## config.mk

```make
export PLATFORM = sky130hd
export DESIGN_NAME = serial_subtractor_flat
export DESIGN_NICKNAME = d
export VERILOG_FILES = /design/src/rtl/serial_subtractor_if.sv /design/src/rtl/serial_subtractor.sv /design/src/flat_wrapper.sv
export SDC_FILE = /design/constraint.sdc
export NUM_CORES = 1
export LEC_CHECK = 0
export ABC_CLOCK_PERIOD_IN_PS = 2300
export BUFFER_PORTS_ARGS = -buffer_cell sky130_fd_sc_hd__buf_4
export CORE_ASPECT_RATIO = 0.9
export CORE_MARGIN = 8
export CORE_UTILIZATION = 41
export DETAILED_ROUTE_END_ITERATION = 10
export PLACE_DENSITY_LB_ADDON = 0.08
export SETUP_SLACK_MARGIN = 0.05
export SLEW_MARGIN = 20
export SYNTH_ARGS = -nofsm -noshare
export SYNTH_HDL_FRONTEND = slang
export SYNTH_SLANG_ARGS = --single-unit
```

## constraint.sdc

```tcl
create_clock -name clk -period 2.3 [get_ports clk]
set_input_delay 0.345 -clock clk [delete_from_list [all_inputs] [get_ports clk]]
set_output_delay 0.345 -clock clk [all_outputs]
set_load 0.03 [all_outputs]
```

## src/rtl/serial_subtractor_if.sv

```systemverilog
// Operand/result bundle for the bit-serial subtractor.
// Optional feature macro: SERIAL_SUB_BORROW_IN_EN adds the borrow_in request field.
interface serial_subtractor_if #(
  parameter int WIDTH = 8
);
  logic             start;
  logic [WIDTH-1:0] a;
  logic [WIDTH-1:0] b;
`ifdef SERIAL_SUB_BORROW_IN_EN
  logic             borrow_in;
`endif
  logic             busy;
  logic             done;
  logic [WIDTH-1:0] diff;
  logic             borrow_out;

`ifdef SERIAL_SUB_BORROW_IN_EN
  modport master (
    output start, a, b, borrow_in,
    input  busy, done, diff, borrow_out
  );
  modport slave (
    input  start, a, b, borrow_in,
    output busy, done, diff, borrow_out
  );
`else
  modport master (
    output start, a, b,
    input  busy, done, diff, borrow_out
  );
  modport slave (
    input  start, a, b,
    output busy, done, diff, borrow_out
  );
`endif
endinterface

```

## src/rtl/serial_subtractor.sv

```systemverilog
// Bit-serial a - b, LSB first, through a single full-subtractor slice.
// Optional feature macro: SERIAL_SUB_BORROW_IN_EN seeds the running borrow
// from bus.borrow_in so results can be chained across words.
module serial_subtractor #(
  parameter int WIDTH = 8
) (
  input logic               clk,
  input logic               rst_n,
  serial_subtractor_if.slave bus
);

  localparam int CNT_W = (WIDTH > 1) ? $clog2(WIDTH) : 1;
  localparam logic [CNT_W-1:0] CNT_LAST = CNT_W'(WIDTH - 1);

  typedef enum logic [1:0] {
    IDLE  = 2'd0,
    SHIFT = 2'd1,
    DONE  = 2'd2
  } state_t;

  state_t           state_q, state_d;
  logic [WIDTH-1:0] a_sr_q, b_sr_q;
  logic [WIDTH-2:0] diff_sr_q;
  logic [WIDTH-1:0] diff_q;
  logic             borrow_q;
  logic             borrow_out_q;
  logic [CNT_W-1:0] cnt_q;

  logic             start_ok;
  logic             last_bit;
  logic             init_borrow;
  logic             slice_diff;
  logic             slice_borrow;
  logic [WIDTH-1:0] diff_full;
  logic             busy_d;
  logic             done_d;

  // One full-subtractor slice; returns {borrow, diff}.
  function automatic logic [1:0] full_sub(input logic x, input logic y, input logic bin);
    logic d;
    logic bo;
    d  = x ^ y ^ bin;
    bo = (~x & y) | (~(x ^ y) & bin);
    return {bo, d};
  endfunction

`ifdef SERIAL_SUB_BORROW_IN_EN
  assign init_borrow = bus.borrow_in;
`else
  assign init_borrow = 1'b0;
`endif

  assign {slice_borrow, slice_diff} = full_sub(a_sr_q[0], b_sr_q[0], borrow_q);

  // Accumulated diff bits with the current slice bit on top; once the last
  // bit is in, this is the complete result.
  assign diff_full = {slice_diff, diff_sr_q};

  assign start_ok = (state_q == IDLE) && bus.start;
  assign last_bit = (state_q == SHIFT) && (cnt_q == CNT_LAST);

  // State register.
  always_ff @(posedge clk or negedge rst_n) begin
    if (!rst_n) begin
      state_q <= IDLE;
    end else begin
      state_q <= state_d;
    end
  end

  // Next-state logic: start is only honoured from IDLE.
  always_comb begin
    state_d = state_q;
    case (state_q)
      IDLE:    if (bus.start) state_d = SHIFT;
      SHIFT:   if (cnt_q == CNT_LAST) state_d = DONE;
      DONE:    state_d = IDLE;
      default: state_d = IDLE;
    endcase
  end

  // Status outputs decoded from the current state.
  always_comb begin
    busy_d = 1'b0;
    done_d = 1'b0;
    case (state_q)
      SHIFT:   busy_d = 1'b1;
      DONE:    begin busy_d = 1'b1; done_d = 1'b1; end
      default: ;
    endcase
  end

  // Operand shifters, running borrow and bit counter.
  always_ff @(posedge clk or negedge rst_n) begin
    if (!rst_n) begin
      a_sr_q    <= '0;
      b_sr_q    <= '0;
      diff_sr_q <= '0;
      borrow_q  <= 1'b0;
      cnt_q     <= '0;
    end else if (start_ok) begin
      a_sr_q    <= bus.a;
      b_sr_q    <= bus.b;
      diff_sr_q <= '0;
      borrow_q  <= init_borrow;
      cnt_q     <= '0;
    end else if (state_q == SHIFT) begin
      a_sr_q    <= a_sr_q >> 1;
      b_sr_q    <= b_sr_q >> 1;
      diff_sr_q <= diff_full[WIDTH-1:1];
      borrow_q  <= slice_borrow;
      cnt_q     <= cnt_q + CNT_W'(1);
    end
  end

  // Result registers: loaded on the edge that enters DONE so they are valid
  // while done is high, then held until the next completed operation.
  always_ff @(posedge clk or negedge rst_n) begin
    if (!rst_n) begin
      diff_q       <= '0;
      borrow_out_q <= 1'b0;
    end else if (last_bit) begin
      diff_q       <= diff_full;
      borrow_out_q <= slice_borrow;
    end
  end

  assign bus.busy       = busy_d;
  assign bus.done       = done_d;
  assign bus.diff       = diff_q;
  assign bus.borrow_out = borrow_out_q;

endmodule

```

## src/flat_wrapper.sv

```systemverilog
// flat-port wrapper written by rule: the top's interface ports become plain ports
module serial_subtractor_flat 
#(
  parameter int WIDTH = 8
)
  (clk, rst_n, bus_start, bus_a, bus_b, bus_busy, bus_done, bus_diff, bus_borrow_out);
  serial_subtractor_if #(.WIDTH(WIDTH)) bus_i ();
  input logic clk;
  input logic rst_n;
  input wire logic [$bits(bus_i.start)-1:0] bus_start;
  input wire logic [$bits(bus_i.a)-1:0] bus_a;
  input wire logic [$bits(bus_i.b)-1:0] bus_b;
  output wire logic [$bits(bus_i.busy)-1:0] bus_busy;
  output wire logic [$bits(bus_i.done)-1:0] bus_done;
  output wire logic [$bits(bus_i.diff)-1:0] bus_diff;
  output wire logic [$bits(bus_i.borrow_out)-1:0] bus_borrow_out;
  assign bus_i.start = bus_start;
  assign bus_i.a = bus_a;
  assign bus_i.b = bus_b;
  assign bus_busy = bus_i.busy;
  assign bus_done = bus_i.done;
  assign bus_diff = bus_i.diff;
  assign bus_borrow_out = bus_i.borrow_out;
  serial_subtractor #(.WIDTH(WIDTH)) u_core (.clk(clk), .rst_n(rst_n), .bus(bus_i));
endmodule
```

---- After elaboration in Yosys (flattened, before gate mapping) ----
Cells that the tools add are included.
word-level totals
  bits in registers ....................... 38
  input port bits ......................... 19
  output and inout port bits .............. 11
cells by class
  add/subtract/negate cells ............... 1
  eq/ne operators ......................... 5
  muxes and demuxes ....................... 15
  bitwise logic cells ..................... 7
  reduce and logical (&&, ||, !) cells .... 6
operators by type and width
  kind                   count
  $mux W8                4
  $mux W7                2
  $mux W3                2
  $mux W1                4
  $mux W2                2
  $ne A2 B2 Y1 const B   2
  $pmux W2 S2            1
  $add A3 B1 Y3 const B  1
  $eq A3 B3 Y1 const B   1
  $and A1 B1 Y1          2
  $eq A2 B1 Y1 const B   1
  $eq A2 B2 Y1 const B   1
  $logic_and A1 B1 Y1    2
  $logic_not A2 Y1       1
  $not A1 Y1             2
  $reduce_and A2 Y1      1
  $reduce_bool A2 Y1     1
  $reduce_or A2 Y1       1
  $xor A1 B1 Y1          2
  $or A1 B1 Y1           1

---- Longest topological paths before layout ----
Gate-level depths: netlist of the first run.
  depth after elaboration ................. 6
  depth in mapped cells ................... 7

---- Least setup slack after synthesis of the first run ----
OpenSTA, ideal clock, no wires.
  path type ............................... reg-to-reg
  start point ............................. register u_core.cnt_q[0]
  end point ............................... register u_core.diff_q[0] (netlist: u_core.bus.diff[0])
  library setup time ...................... 0.125 ns
  arrival ................................. 1.256 ns
  path slack .............................. 0.919 ns
  stages on the path, launching flop included .. 5
  path buffers ............................ 0
  clock period less this slack ............ 1.381 ns
  cell sequence ........................... dfrtp_1 ha_1 ha_1 nand2_2 mux2_2
on the way
  word-level cells in the longest chain between the ends .. 2
ends and longest elaborated chain
  element                   line                      source
  start: declaration        serial_subtractor.sv:27   logic [CNT_W-1:0] cnt_q;
  start signal: assignment  serial_subtractor.sv:112  cnt_q <= cnt_q + CNT_W'(1);
  $eq A3 B3 Y1              serial_subtractor.sv:60   assign last_bit = (state_q == SHIFT) && (cnt_q == CNT_LAST);
  $logic_and A1 B1 Y1       serial_subtractor.sv:60
  end signal: assignment    serial_subtractor.sv:123  diff_q <= diff_full;
  end: declaration          serial_subtractor.sv:24   logic [WIDTH-1:0] diff_q;
Every way passes these cells.
A chain may end at the register's enable or synchronous reset.

---- Worst setup path after layout of the first run ----
  start point ............................. register u_core.state_q[1]
  end point ............................... register u_core.diff_q[0] (netlist: u_core.bus.diff[0])
on the way
  word-level cells in the longest chain between the ends .. 2
ends and longest elaborated chain
  element                   line                     source
  start: declaration        serial_subtractor.sv:21  state_t state_q, state_d;
  start signal: assignment  serial_subtractor.sv:67  state_q <= state_d;
  $eq A2 B1 Y1              serial_subtractor.sv:60
  $logic_and A1 B1 Y1       serial_subtractor.sv:60
Every way passes these cells.

==> impl_metrics.tcl, run 1 <==
set metrics [dict create \
    status "finished, final reports clean" \
    finalMaxSlewViolations 0 \
    die_w_um 84.1 \
    period_needed_ns 1.60 \
    grt_max_degree 44 \
    viasPerCell 4.77 \
    grt_pass1_vias 1154 \
    grt_use_total_pct 10.3 \
    worstSetupPathType "reg2reg" \
    cts_tree "built" \
    drt_wl_total_mm 3.07 \
    insertion_delay_ns 0.28 \
    irDropWorstVdd_mv 0.638 \
    ios 30 \
    postLayoutCellArea_um2 2050 \
    relSlewSlack_pct 67.8 \
    synth-seq-cells 38 \
    yosysWarnings 0 \
    gp_congestion 0.693 \
    cts_made_buffers 5 \
    cts_sinks 38 \
    port_buffers 29 \
    wl_per_cell_um 13.7 \
    netlist_area_um2 1710 \
    ys_seq_area_share_pct 55.6 \
    drc_errors 0 \
    ys_types 22 \
    tightest_slew_ns 0.483 \
    syn_nets 171 \
    finalCritPeriodShare_pct 69.4 \
    hold_class "in2async" \
    setup_viol_count_final 0 \
    rr_worst_depth 5 \
    antennaDiodeCount 0 \
    p_per_area_nw_per_um2 1280 \
    drive_gt1_share_pct 27.3 \
    grt_pass1_wl_mm 5.39 \
    htreeDepth 2 \
    ys_async_sr_fraction_pct 100 \
    cap_violations 0 \
    die_h_um 77.3 \
    grt_setup_unrepaired "no" \
    postCtsSetupRepairBufs 0 \
    netlist_instances 145 \
    synth_ff_type "dfrtp_1" \
    avgSynthCellArea_um2 11.8 \
    ant_nets 0 \
    start_util_pct 42.3 \
    fin_worst_skew_ns 0.00531 \
    row_count 22 \
    synth_top_area_share_pct 55.6 \
    r2r_start "u_core.state_q[1]" \
    endpoint_kind "flop" \
    reg2reg_setup_slack_ns 0.70 \
    core_area_um2 4050 \
    cts-root-buf "clkbuf_8" \
    fmax_ghz 0.627 \
    die-area_um2 6500 \
    clk_pin_slew_ns 0.07 \
    crit_fanout 30 \
    fin_nets 201 \
    grt-ovfl-total 0 \
    crit_required_ns 2.47 \
    post_cts_resized 0 \
    fill_cells 371 \
    worstPathArrival_ns 1.77 \
    ctsHoldBuffers 0 \
    area_growth_pct 20.0 \
    crit_path_start_kind "flop" \
    p_leak_nw 1.04 \
    hold_viol_final 0 \
    setup_tns_ns 0 \
    ys_top_cells_by_area "dfrtp_1 56%, mux2i_1 13%, mux2_2 5.9%" \
    num_vias 1069 \
    synth_top_cell_by_area "dfrtp_1" \
    synth-edff-count 0 \
    dpl_cell_area_um2 1960 \
    clk_path_buf_depth 2 \
    r2r_end "u_core.bus.diff[0]" \
    antenna_found_initial 0 \
    dp_hpwl_mm 2.04 \
    first_iter_violations 70 \
    firstDrtPassIters 4 \
]
[placed cells by master (no fill, tap or decap)]
cell      netlist  layout
nor2b_1         1       1
clkinv_2        0       1
clkbuf_1        0       1
mux2_2          9       9
inv_1           5       5
nand2_1        17      17
clkbuf_8        0       6
o21a_1          1       1
ha_1            6       6
buf_4           1      30
nor2_1         11      11
o21ai_1         2       2
a21oi_1         1       1
dfrtp_1        38      38
mux2_1          1       1
o21ai_0        16      16
and2_1          1       1
buf_12          0       1
nand2_2         1       1
fa_1            1       1
mux2i_1        23      23
nand2b_1        2       2
xnor2_1         1       1
[kinds of logic (layout without fill, tap and decap cells)]
| logic type | Yosys count | count (layout) | share of synthesized area, % |
|---|---|---|---|
| DFF | 38 | 38 | 55.6 |
| and+or+nand+nor | 33 | 33 | 7.97 |
| muxes | 33 | 33 | 20.0 |
| AOI/OAI and AO/OA | 20 | 20 | 6.00 |
| xor gates and xnor gates | 1 | 1 | 0.512 |
| adders and majority gates | 7 | 7 | 5.56 |
| buffers and inverters | 13 | 44 | 4.32 |
[state kept, by name (all words and copies together) (netlist names)]
register / cells
u_core.state_q: 2
u_core.diff_sr_q: 7
u_core.bus.borrow_out: 1
u_core.cnt_q: 3
u_core.borrow_q: 1
u_core.bus.diff: 8
u_core.b_sr_q: 8
u_core.a_sr_q: 8
[worst max-delay path: stages, from the launching register on]
cell     delay (ns)
dfrtp_1        0.39
inv_1          0.11
ha_1           0.22
buf_12         0.23
nand2_2        0.20
mux2_2         0.32
[metrics by stage]
| step | cells | setup slack (ns) | utilization [%] | hold WS (ns) | power [mW] |
|---|---|---|---|---|---|
| after floorplan | 145 | 0.919 | - | 0.0494 | 1.91 |
| after global placement | 216 | 0.778 | 48.5 | 0.341 | 2.16 |
| after detailed placement | 216 | 0.694 | 48.5 | 0.342 | 2.19 |
| after CTS | 224 | 0.685 | 50.7 | 0.0318 | 2.67 |
| after global routing | 224 | 0.635 | 50.7 | 0.0473 | 2.84 |
| final | 224 | 0.704 | 50.7 | 0.0186 | 2.62 |
[per-layer routing]
layer	share of wire, %	routed length [um]	vias up	track usage, %
met5	0	0	-	0
li1	-	-	542	-
met3	5.3	162	5	4.12
met4	1.2	36	0	5.17
met1	47	1440	506	12.3
met2	47	1430	16	15.5
[how the worst max path moves through the flow]
stage | from | to | slack (ns) | depth (start not counted)
finish | u_core.state_q[1] | u_core.bus.diff[0] | 0.70 | 5
global route | u_core.state_q[1] | u_core.bus.diff[6] | 0.63 | 5
CTS | u_core.state_q[1] | u_core.bus.diff[0] | 0.68 | 5
detailed placement | u_core.state_q[1] | u_core.bus.diff[0] | 0.69 | 5
global placement | u_core.state_q[1] | u_core.bus.diff[0] | 0.78 | 5
floorplan | u_core.cnt_q[0] | u_core.bus.diff[0] | 0.92 | 4
[cell type report]
type / count / area [um^2] / area share, %
Clock inverter: 1 / 5.00 / 0.244
Sequential cell: 38 / 951 / 46.3
Timing Repair Buffer: 31 / 245 / 12.0
Tap cell: 48 / 60.1 / 2.93
Multi-Input combinational cell: 94 / 686 / 33.4
Inverter: 5 / 18.8 / 0.915
Clock buffer: 7 / 86.3 / 4.21
[power by group]
part	leakage, nW	switching, mW	internal, mW
Sequential	0.496	0.148	0.931
Combinational	0.497	0.581	0.502
Clock	0.0482	0.219	0.242
[cells in the mapped netlist (2+ instances only)]
| master | instances |
|---|---|
| ha_1 | 6 |
| mux2_2 | 9 |
| nor2_1 | 11 |
| o21ai_0 | 16 |
| buf_2 | 4 |
| nand2_1 | 17 |
| o21ai_1 | 2 |
| nand2b_1 | 2 |
| buf_6 | 2 |
| dfrtp_1 | 38 |
| inv_1 | 5 |
| mux2i_1 | 23 |
(Power assumes the default switching activity.)
==> inputs of run 2 (changes only) <==
--- a/config.mk
+++ b/config.mk
@@ -5,7 +5,7 @@
 export SDC_FILE = /design/constraint.sdc
 export NUM_CORES = 1
 export LEC_CHECK = 0
-export ABC_CLOCK_PERIOD_IN_PS = 2300
+export ABC_CLOCK_PERIOD_IN_PS = 1550
 export BUFFER_PORTS_ARGS = -buffer_cell sky130_fd_sc_hd__buf_4
 export CORE_ASPECT_RATIO = 0.9
 export CORE_MARGIN = 8
==> constraint.sdc (replaced) <==
create_clock -name clk -period 1.55 [get_ports clk]
set_input_delay 0.2325 -clock clk [delete_from_list [all_inputs] [get_ports clk]]
set_output_delay 0.2325 -clock clk [all_outputs]
set_load 0.03 [all_outputs]
==> run 2 against run 1 <==
Clock power is 42% higher. Clock-buffer cell count decreased by 1. Wire length rose by 2.1%. Critical path type is now reg2out. Largest cell class unchanged.
==> impl_metrics.tcl, run 2 (synthesis results as in run 1) <==
set metrics [dict create \
    antenna_found_initial 0 \
    dp_hpwl_mm 2.15 \
    fill_cells 367 \
    core_area_um2 4050 \
    wl_per_cell_um 13.9 \
    die_h_um 77.3 \
    p_switching_mw 1.43 \
    insertion_delay_ns 0.28 \
    ios 30 \
    finalCritPeriodShare_pct 91.4 \
    cts_sinks 38 \
    num_vias 1127 \
    clockPowerShare_pct 16.3 \
    start_util_pct 42.3 \
    post-route-util_pct 52.3 \
    fin_worst_skew_ns 0.00325 \
    hold_class "in2reg" \
    die_w_um 84.1 \
    port_buffers 29 \
    die-area_um2 6500 \
    htreeDepth 2 \
    status "finished, final reports clean" \
    worstSetupPathType "reg2out" \
    grt_use_total_pct 10.3 \
    area_growth_pct 23.6 \
    drive_gt1_share_pct 30.9 \
    p_leak_nw 1.07 \
    finalMaxSlewViolations 0 \
    period_needed_ns 1.42 \
    grt_max_degree 44 \
    clk_path_buf_depth 2 \
    viasPerCell 4.99 \
    row_count 22 \
    gp_congestion 0.731 \
    pwr-share-seq_pct 40.1 \
    reg2reg_setup_slack_ns 0.14 \
    layout_common_cells "38 x dfrtp_1, 32 x buf_4, 23 x mux2i_1" \
    grt-ovfl-total 0 \
    worstPathArrival_ns 1.18 \
    cts_tree "built" \
    layout_commonest_cell "dfrtp_1" \
    crit_required_ns 1.32 \
    fin_nets 205 \
    first_iter_violations 45 \
    holdWs_ns 0.146 \
    hold_viol_final 0 \
    cap_violations 0 \
    dpl_worst_slack_ns -0.00209 \
    tightest_slew_ns 0.483 \
    firstDrtPassIters 4 \
    grt_pass1_vias 1229 \
    endpoint_kind "primary output" \
    p_per_area_nw_per_um2 1890 \
    drt_wl_total_mm 3.13 \
    setup_viol_count_final 0 \
    layout.cells.non_filler 226 \
    pwr-share-comb_pct 43.6 \
    ant_nets 0 \
    grt_pass1_wl_mm 5.40 \
    dpl.cell_count 218 \
    irDropWorstVdd_mv 0.749 \
    fmax_ghz 0.706 \
    internal_power_mw 2.57 \
    cts_made_buffers 5 \
    clk_pin_slew_ns 0.07 \
    crit_fanout 4 \
    swShare_pct 35.7 \
    crit_path_start_kind "flop" \
    antennaDiodeCount 0 \
    cts-root-buf "clkbuf_8" \
    fin_ws_ns 0.133 \
    grt_setup_unrepaired "no" \
    relSlewSlack_pct 67.8 \
    drc_errors 0 \
]
run 2: critical path, cell delays in order (launching register included):
cell and delay, ns:
dfrtp_1 0.39, inv_2 0.10, ha_1 0.24, buf_4 0.17
run 2: power by group through the flow:
stage	combinational [mW]	clock [mW]	sequential, mW
4_1_cts	1.72	0.680	1.61
5_1_grt	1.92	0.723	1.65
6_report	1.74	0.653	1.60
3_3_place_gp	1.65	0	1.61
3_5_place_dp	1.69	0	1.63
2_1_floorplan	1.14	0	1.69
run 2: area by class of cell:
cell class	count	area (um^2)	share of cell area [%]
timing repair buffer	35	290	13.7
tap	48	60.1	2.84
inverter	5	18.8	0.888
clock buffer	6	82.6	3.91
sequential	38	951	45.0
multi-input combinational	94	712	33.7
run 2: path summary, 6_finish.rpt:
kind | start | endpoint | depth (start not counted)
worst max-delay path | u_core.state_q[1] | bus_busy | 3
worst min-delay path | bus_a[5] | u_core.a_sr_q[5] | 3
worst max register to register | u_core.cnt_q[0] | u_core.bus.diff[2] | 4
worst min register to register | u_core.bus.borrow_out | u_core.bus.borrow_out | 2
max in group asynchronous | rst_n | u_core.bus.diff[0] | 2
min in group asynchronous | rst_n | u_core.b_sr_q[2] | 2
run 2: stage by stage:
step	power, mW	TNS [ns]	instance area, um^2
after floorplan	2.84	0	1710
after global placement	3.26	0	1990
after detailed placement	3.31	-0.00209	1990
after CTS	4.01	0	2090
after global routing	4.30	0	2110
final	4.00	0	2110
run 2: timing repair:
item                                   in CTS  in global routing
resized for setup                           2                  5
endpoints found under the hold margin      38                  0
setup buffers                               0                  1
pin swaps                                   0                  0
setup endpoints to repair                  18                 21
hold buffers                                1                  0
run 2: routing by layer:
layer | vias to the layer above | routed length, um | GRT usage, %
met1 | 553 | 1450 | 11.5
met3 | 7 | 135 | 3.59
met5 | - | 0 | 0
met2 | 19 | 1470 | 16.5
met4 | 0 | 75 | 6.55
li1 | 548 | - | -
